===== src/rtl/mem_access_pkg.sv =====
// Shared encodings for the load/store front end: access sizes, FSM states
// and the alignment rule used to reject requests.
package mem_access_pkg;

  typedef enum logic [1:0] {
    SZ_BYTE    = 2'b00,
    SZ_HALF    = 2'b01,
    SZ_WORD    = 2'b10,
    SZ_ILLEGAL = 2'b11
  } size_e;

  typedef enum logic [1:0] {
    S_IDLE      = 2'b00,
    S_LOAD_WAIT = 2'b01,
    S_RMW_READ  = 2'b10,
    S_RMW_WRITE = 2'b11
  } state_e;

  // Halfwords must sit on an even byte, words on a 4-byte boundary.
  function automatic logic is_misaligned(logic [1:0] size, logic [1:0] offset);
    return ((size == SZ_HALF) && offset[0]) ||
           ((size == SZ_WORD) && (offset != 2'b00)) ||
           (size == SZ_ILLEGAL);
  endfunction

endpackage


===== src/rtl/mem_lane_align.sv =====
// Little-endian lane steering: extracts and extends load data, and merges
// sub-word store data into an existing memory word.
module mem_lane_align
  import mem_access_pkg::*;
(
  input  logic [31:0] ld_word_i,
  input  logic [1:0]  ld_offset_i,
  input  logic [1:0]  ld_size_i,
  input  logic        ld_signed_i,
  output logic [31:0] ld_data_o,
  input  logic [31:0] st_old_i,
  input  logic [31:0] st_wdata_i,
  input  logic [1:0]  st_offset_i,
  input  logic [1:0]  st_size_i,
  output logic [31:0] st_word_o
);

  logic [31:0] ld_lane;

  // Shift the addressed lane down to bit 0 before extending.
  assign ld_lane = ld_word_i >> {ld_offset_i, 3'b000};

  always_comb begin
    ld_data_o = ld_word_i;
    case (ld_size_i)
      SZ_BYTE: ld_data_o = {{24{ld_signed_i & ld_lane[7]}}, ld_lane[7:0]};
      SZ_HALF: ld_data_o = {{16{ld_signed_i & ld_lane[15]}}, ld_lane[15:0]};
      default: ld_data_o = ld_word_i;
    endcase
  end

  always_comb begin
    st_word_o = st_wdata_i;
    case (st_size_i)
      SZ_BYTE: begin
        st_word_o = st_old_i;
        st_word_o[{st_offset_i, 3'b000} +: 8] = st_wdata_i[7:0];
      end
      SZ_HALF: begin
        st_word_o = st_old_i;
        st_word_o[{st_offset_i[1], 4'b0000} +: 16] = st_wdata_i[15:0];
      end
      default: st_word_o = st_wdata_i;
    endcase
  end

endmodule


===== src/rtl/mem_access_unit.sv =====
// MEM-stage load/store front end for a synchronous-read, word-addressed
// DataMemory: word stores in one cycle, loads in two, sub-word stores via RMW.
module mem_access_unit
  import mem_access_pkg::*;
#(
  parameter int ADDR_WIDTH = 10
) (
  input  logic        clk,
  input  logic        rst,
  input  logic        req_valid,
  input  logic        req_we,
  input  logic [1:0]  req_size,
  input  logic        req_signed,
  input  logic [31:0] req_addr,
  input  logic [31:0] req_wdata,
  output logic        stall,
  output logic [31:0] rdata,
  output logic        rdata_valid,
  output logic        misalign,
  output logic        mem_we,
  output logic [31:0] mem_addr,
  output logic [31:0] mem_din,
  input  logic [31:0] mem_dout,
  output logic [1:0]  dbg_state
);

  // Handshake: a request is taken only in IDLE while req_valid is high; while
  // stall is high the MEM stage must hold its request, and all request inputs
  // are ignored outside IDLE. rdata_valid and misalign are single-cycle pulses.

  state_e      state_q, state_d;
  logic [31:0] addr_q, addr_d;
  logic [31:0] wdata_q, wdata_d;
  logic [31:0] merge_q, merge_d;
  logic [31:0] rdata_q, rdata_d;
  logic [1:0]  size_q, size_d;
  logic        signed_q, signed_d;
  logic        rdata_valid_q, rdata_valid_d;
  logic        misalign_q, misalign_d;

  logic        req_bad;
  logic        req_accept;
  logic [31:0] ld_data;
  logic [31:0] st_word;
  logic [31:0] unused_addr_width;

  // The memory depth is documented here only; range handling is DataMemory's.
  assign unused_addr_width = 32'(ADDR_WIDTH);

  assign req_bad    = is_misaligned(req_size, req_addr[1:0]);
  assign req_accept = (state_q == S_IDLE) && req_valid && !req_bad;

  mem_lane_align u_lane_align (
    .ld_word_i   (mem_dout),
    .ld_offset_i (addr_q[1:0]),
    .ld_size_i   (size_q),
    .ld_signed_i (signed_q),
    .ld_data_o   (ld_data),
    .st_old_i    (merge_q),
    .st_wdata_i  (wdata_q),
    .st_offset_i (addr_q[1:0]),
    .st_size_i   (size_q),
    .st_word_o   (st_word)
  );

  always_ff @(posedge clk or posedge rst) begin
    if (rst) state_q <= S_IDLE;
    else     state_q <= state_d;
  end

  always_comb begin
    state_d = state_q;
    case (state_q)
      S_IDLE: begin
        if (req_accept) begin
          if (!req_we)                  state_d = S_LOAD_WAIT;
          else if (req_size != SZ_WORD) state_d = S_RMW_READ;
        end
      end
      S_LOAD_WAIT: state_d = S_IDLE;
      S_RMW_READ:  state_d = S_RMW_WRITE;
      S_RMW_WRITE: state_d = S_IDLE;
      default:     state_d = S_IDLE;
    endcase
  end

  always_comb begin
    stall    = 1'b0;
    mem_we   = 1'b0;
    mem_din  = 32'd0;
    mem_addr = {2'b00, addr_q[31:2]};
    case (state_q)
      S_IDLE: begin
        mem_addr = {2'b00, req_addr[31:2]};
        if (req_accept) begin
          if (req_we && (req_size == SZ_WORD)) begin
            mem_we  = 1'b1;
            mem_din = req_wdata;
          end else begin
            stall = 1'b1;
          end
        end
      end
      S_RMW_READ: stall = 1'b1;
      S_RMW_WRITE: begin
        mem_we  = 1'b1;
        mem_din = st_word;
      end
      default: ;
    endcase
  end

  // Request latch, RMW merge word and registered load result.
  always_comb begin
    addr_d        = addr_q;
    size_d        = size_q;
    signed_d      = signed_q;
    wdata_d       = wdata_q;
    merge_d       = merge_q;
    rdata_d       = rdata_q;
    rdata_valid_d = 1'b0;
    misalign_d    = 1'b0;
    case (state_q)
      S_IDLE: begin
        if (req_valid && req_bad) misalign_d = 1'b1;
        if (req_accept) begin
          addr_d   = req_addr;
          size_d   = req_size;
          signed_d = req_signed;
          wdata_d  = req_wdata;
        end
      end
      S_LOAD_WAIT: begin
        rdata_d       = ld_data;
        rdata_valid_d = 1'b1;
      end
      S_RMW_READ: merge_d = mem_dout;
      default: ;
    endcase
  end

  always_ff @(posedge clk or posedge rst) begin
    if (rst) begin
      addr_q        <= 32'd0;
      size_q        <= 2'd0;
      signed_q      <= 1'b0;
      wdata_q       <= 32'd0;
      merge_q       <= 32'd0;
      rdata_q       <= 32'd0;
      rdata_valid_q <= 1'b0;
      misalign_q    <= 1'b0;
    end else begin
      addr_q        <= addr_d;
      size_q        <= size_d;
      signed_q      <= signed_d;
      wdata_q       <= wdata_d;
      merge_q       <= merge_d;
      rdata_q       <= rdata_d;
      rdata_valid_q <= rdata_valid_d;
      misalign_q    <= misalign_d;
    end
  end

  assign rdata       = rdata_q;
  assign rdata_valid = rdata_valid_q;
  assign misalign    = misalign_q;
  assign dbg_state   = state_q;

endmodule

===== config.mk =====
export PLATFORM = sky130hd
export DESIGN_NAME = mem_access_unit
export DESIGN_NICKNAME = d
export VERILOG_FILES = /design/src/rtl/mem_access_pkg.sv /design/src/rtl/mem_lane_align.sv /design/src/rtl/mem_access_unit.sv
export SDC_FILE = /design/constraint.sdc
export NUM_CORES = 1
export LEC_CHECK = 0
export ABC_AREA = 1
export BUFFER_PORTS_ARGS = -buffer_cell sky130_fd_sc_hd__buf_4
export CAP_MARGIN = 10
export CORE_MARGIN = 10
export CORE_UTILIZATION = 43
export CTS_BUF_LIST = sky130_fd_sc_hd__clkbuf_8
export CTS_CLUSTER_SIZE = 30
export DETAILED_ROUTE_END_ITERATION = 6
export PLACE_DENSITY = 0.72
export SYNTH_ARGS = -nofsm -noshare
export SYNTH_HDL_FRONTEND = slang
export SYNTH_SLANG_ARGS = --single-unit

===== constraint.sdc =====
create_clock -name clk -period 8.5 [get_ports clk]
set_clock_uncertainty 0.1 [all_clocks]
set_input_delay 0.85 -clock clk [delete_from_list [all_inputs] [get_ports clk]]
set_output_delay 0.85 -clock clk [all_outputs]
set_load 0.03 [all_outputs]

=== Yosys cells after proc, flatten, opt, wreduce, memory -nomap -nowiden ===
Index checks and enable logic that the tools add are counted.

* Equality and inequality tests: 10
* Reductions and logical operators: 15
* Bitwise gates (word level): 2
* Shifts and indexed selects: 5
* Add/subtract/negate cells: 2
* Multiplexer cells: 21

{| class="wikitable"
|+ Operators by type and width
! operator !! number
|-
| $pmux W32 S2 || 3
|-
| $bwmux W32 || 2
|-
| $mux W32 || 2
|-
| $shift A16 B7 Y32 const A || 1
|-
| $shift A8 B7 Y32 const A || 1
|-
| $shiftx A16 B7 Y32 || 1
|-
| $shiftx A8 B7 Y32 || 1
|-
| $shr A32 B5 Y16 || 1
|-
| $mux W30 || 1
|-
| $neg A5 Y7 || 2
|-
| $eq A2 B2 Y1 const B || 4
|-
| $mux W1 || 7
|-
| $eq A2 B1 Y1 const B || 3
|-
| $logic_and A1 B1 Y1 || 6
|-
| $mux W2 || 3
|-
| $pmux W2 S3 || 1
|-
| $logic_not A2 Y1 || 2
|-
| $ne A2 B2 Y1 const B || 2
|-
| $pmux W1 S2 || 2
|-
| $reduce_and A2 Y1 || 2
|-
| $ne A3 B2 Y1 const B || 1
|-
| $and A1 B1 Y1 || 2
|-
| $logic_or A1 B1 Y1 || 2
|-
| $reduce_bool A2 Y1 || 1
|-
| other kinds (2) || 2
|}

* Logic and storage cells: 64
* Register bits: 135
* Bits of input ports: 103

=== Longest topological paths before layout ===
* Depth after elaboration: 8
* Mapped depth: 13
* Gate-level depth less buffers: 11

=== Hierarchy ===
From an unflattened synthesis, not the netlist that was laid out.

* Cell total of the unflattened synthesis: 1238
* Area, all modules: 8608.3 um^2

{| class="wikitable"
|+ Modules (own cells, without submodules)
! module !! cells each !! sequential area each (um^2) !! area each (um^2) !! times used
|-
| mem_access_unit || 741 || 3378.2 || 6332.3 || 1
|-
| mem_lane_align || 497 || 0.0 || 2275.9 || 1
|}

=== Worst setup path after synthesis ===
No wires, ideal clock.

* Kind: register to output
* From: register addr_q[0]
* To: output mem_din[11]
* Required time: 7.550 ns
* Slack: 5.280 ns
* Arrival time: 2.270 ns
* Stages on the path, launching flop included: 14
* Cell sequence: dfrtp_1 buf_2 inv_2 buf_2 ha_1 clkinv_1 nand2_1 nor2_1 nand2_1 nand2_1 nand2_1 nand2_1 nand2_1 a21oi_1

* Cells in the longest elaborated chain, start to end: 5

{| class="wikitable"
|+ RTL lines
! what !! RTL line !! text
|-
| start, declared || mem_access_unit.sv:32 || <nowiki>logic [31:0] addr_q, addr_d;</nowiki>
|-
| start signal, assigned || mem_access_unit.sv:153 || <nowiki>addr_q <= addr_d;</nowiki>
|-
| $neg A5 Y7 * || mem_lane_align.sv:37 || <nowiki>st_word_o[{st_offset_i, 3'b000} +: 8] = st_wdata_i[7:0];</nowiki>
|-
| $shiftx A8 B7 Y32 or $shift A8 B7 Y32 (tied branches) || mem_lane_align.sv:37 ||
|-
| $bwmux W32 * || mem_lane_align.sv:37 ||
|-
| $pmux W32 S2 * || mem_lane_align.sv:34 || <nowiki>case (st_size_i)</nowiki>
|-
| $pmux W32 S2 * || mem_access_unit.sv:92 || <nowiki>case (state_q)</nowiki>
|-
| end, declared || mem_access_unit.sv:22 || <nowiki>output logic [31:0] mem_din,</nowiki>
|}

Every way passes the cells marked *; elsewhere a longest branch is shown, timed or not.

=== Worst setup path after layout ===
* From: register state_q[0] (netlist: dbg_state[0])
* To: output mem_we

* Cells in the longest elaborated chain, start to end: 5

{| class="wikitable"
|+ RTL lines
! what !! RTL line !! text
|-
| start, declared || mem_access_unit.sv:31 || <nowiki>state_e state_q, state_d;</nowiki>
|-
| start signal, assigned || mem_access_unit.sv:68 || <nowiki>else state_q <= state_d;</nowiki>
|-
| $logic_not A2 Y1 || mem_access_unit.sv:51, mem_access_unit.sv:92 ||
|-
| $logic_and A1 B1 Y1 (2 in a row) || mem_access_unit.sv:51 || <nowiki>assign req_accept = (state_q == S_IDLE) && req_valid && !req_bad;</nowiki>
|-
| $mux W1 || mem_access_unit.sv:95 || <nowiki>if (req_accept) begin</nowiki>
|-
| $pmux W1 S2 * || mem_access_unit.sv:92 ||
|-
| end, declared || mem_access_unit.sv:20 || <nowiki>output logic mem_we,</nowiki>
|}

Marks and branches as above.

==> flow_summary.toml <==
[outcome]
status = "completed"

[pwr]
max-vdd-ir-drop_mv = 0.256
p_per_area_nw_per_um2 = 404
p_total_mw = 4.16
leakage_nw = 5.30

[finish]
layout_common_cells = "nand2_1 (462), buf_4 (210), dfrtp_1 (135)"
antenna_cells = 0
fill_cells = 1937
mostFrequentLayoutCell = "nand2_1"
fin_nets = 1515
multi_input_area_sq_um = 4180
drive_above_1_share_pct = 19.4
final-seq-area_sq_um = 3380
syn_to_final_growth_pct = 23.0

[global_route]
antenna_found_initial = 0
grt_pass1_wl_mm = 43.7
grt_max_degree = 86
grtUsageTotal_pct = 20.9
first_global_vias = 8319
gr-total-overflow = 0

[logic_synthesis]
yosysWarnings = 0
synth_mux_area_share_pct = 0.119
synth-compound-area-share_pct = 16.3
post_synth_and_or_nand_nor_area_fraction_pct = 32.0
synth_fa_ha_area_share_pct = 1.34
synth_area_sq_um = 8390
netlist_instances = 1248
synth_area_per_cell_sq_um = 6.72
ys_types = 33
synth_top_family_by_area = "simple AND/OR/NAND/NOR gates"
yosysSeqAreaShare_pct = 40.3
ys_seq_elements = 135
synth_xor_area_share_pct = 0

[sta]
fin_crit_ps = 4540
relSlewSlack_pct = 34.9
fmax_mhz = 220
hold_slack_ps = 372
rsz0062_at_grt = "false"
setup_viol = 0
setup_tns_ps = 0
hold_viol_final = 0
worst_pin_slew_ps = 971
final_max_slew_viol_count = 0
min_period_over_period_pct = 53.5

[detailed_routing]
postRouteAntennaNets = 0
drt-total-wl_mm = 27.4
drc = 0
post_drt_via_cell_ratio = 5.10
wire_per_inst_um = 16.3
vias = 8557
drt-pass1-iter-count = 5
first_iter_violations = 726

[cts]
cts_sinks = 135
cts_hold_buf = 0
clock-root-buffer = "clkbuf_8"
clockBufferDepth = 2
clock_latency_ps = 450
cts.clk_slew.worst_paths_ps = 70
cts_tree = "built"
cts_setup_buffers = 0
ctsResizeCount = 0
numCtsBuffers = 17
htree_levels = 4

[setup_path]
crit_required_ps = 7550
arrival_ps = 3590
cp-start-kind = "flop"
reg2reg_depth = 9
worstSetupEndpointType = "primary output"
timing_worst_setup_path_type = "reg -> out"
cp_max_fo = 67

[place]
gp_congestion = 0.969
detailed_place_hpwl_mm = 20.5
port_buffers = 202

[floorplan]
die_y_um = 160
initial_core_util_pct = 43.4
num_rows = 51
die-width_um = 160
core-area_sq_um = 19300
boundaryPins = 205
die_area_sq_um = 25500

[run]
drv_cap = 0

[worst_hold_path]
hold_class = "in -> async"
## logic make-up (layout without fill, tap and decap cells)
group	Yosys count	after routing
buf+inv	201	365
fa+ha+maj	9	9
mux	1	1
simple gates	643	643
other cells	1	2
compound gates	258	258
flops	135	135
## critical path, stage by stage, from the launching register on
cell	delay [ps]
dfrtp_1	430
inv_1	120
ha_2	170
buf_4	490
nand2_1	150
clkinv_1	570
nand2_2	120
inv_2	180
buf_4	380
nand2_1	90
a21oi_1	190
buf_4	190
## sequential cells by signal (all words and copies together) (netlist names)
| name | count |
|---|---|
| rdata_valid | 1 |
| misalign | 1 |
| rdata | 32 |
| dbg_state | 2 |
| merge_q | 32 |
| addr_q | 32 |
| signed_q | 1 |
| size_q | 2 |
| wdata_q | 32 |
## cell usage after synthesis (all sizes together)
library cell | count | area, sq um
nand2 | 465 | 1750
or2 | 16 | 100
nand3b | 24 | 180
conb | 1 | 3.75
clkbuf | 38 | 143
o211ai | 2 | 15.0
inv | 119 | 447
and2 | 5 | 31.3
buf | 37 | 215
dfrtp | 135 | 3380
clkinv | 7 | 26.3
mux2i | 1 | 10.0
nand3 | 48 | 258
o22ai | 5 | 45.0
a21oi | 112 | 561
nor2 | 77 | 314
nand4 | 8 | 50.1
ha | 9 | 113
o21ai | 120 | 601
a21boi | 19 | 143
## per-layer routing
| layer | GRT usage [%] | routed length [um] | vias up |
|---|---|---|---|
| li1 | - | - | 4231 |
| met1 | 25.7 | 11400 | 3959 |
| met2 | 35.2 | 13400 | 328 |
| met3 | 5.99 | 2110 | 39 |
| met4 | 5.43 | 434 | 0 |
| met5 | 0 | 0 | - |
## area by class of cell
class	instances	share of cell area (%)
clock buffers	21	2.80
clock inverters	8	0.728
inverters	126	4.64
multi-input cells	913	40.6
flip-flops and latches	135	32.8
well taps	265	3.22
repair buffers	210	15.3
## final timing paths
kind | startpoint | endpoint | slack (ps)
max in group asynchronous | rst | wdata_q[25] | 6520
min in group clk | wdata_q[30] | wdata_q[30] | 390
min | rst | rdata[2] | 370
max reg2reg | dbg_state[0] | addr_q[1] | 5030
min reg2reg | wdata_q[30] | wdata_q[30] | 390
max | dbg_state[0] | mem_we | 3960
## where the power goes
group	internal [mW]	switching (mW)	total, mW
registers	0.966	0.248	1.21
clock network	0.255	0.256	0.512
logic	0.804	1.63	2.44
## through the flow
step | std cells | util, % | area [sq um] | worst slack, ps
2_1_floorplan | 1249 | - | 8390 | 3940
4_1_cts | 1678 | 53.3 | 10300 | 3950
6_report | 1678 | 53.3 | 10300 | 3960
5_1_grt | 1678 | 53.3 | 10300 | 3510
3_3_place_gp | 1649 | 51.4 | 9950 | 4560
3_5_place_dp | 1649 | 51.4 | 9950 | 4470
No activity file was read; power rests on OpenSTA's default activity.
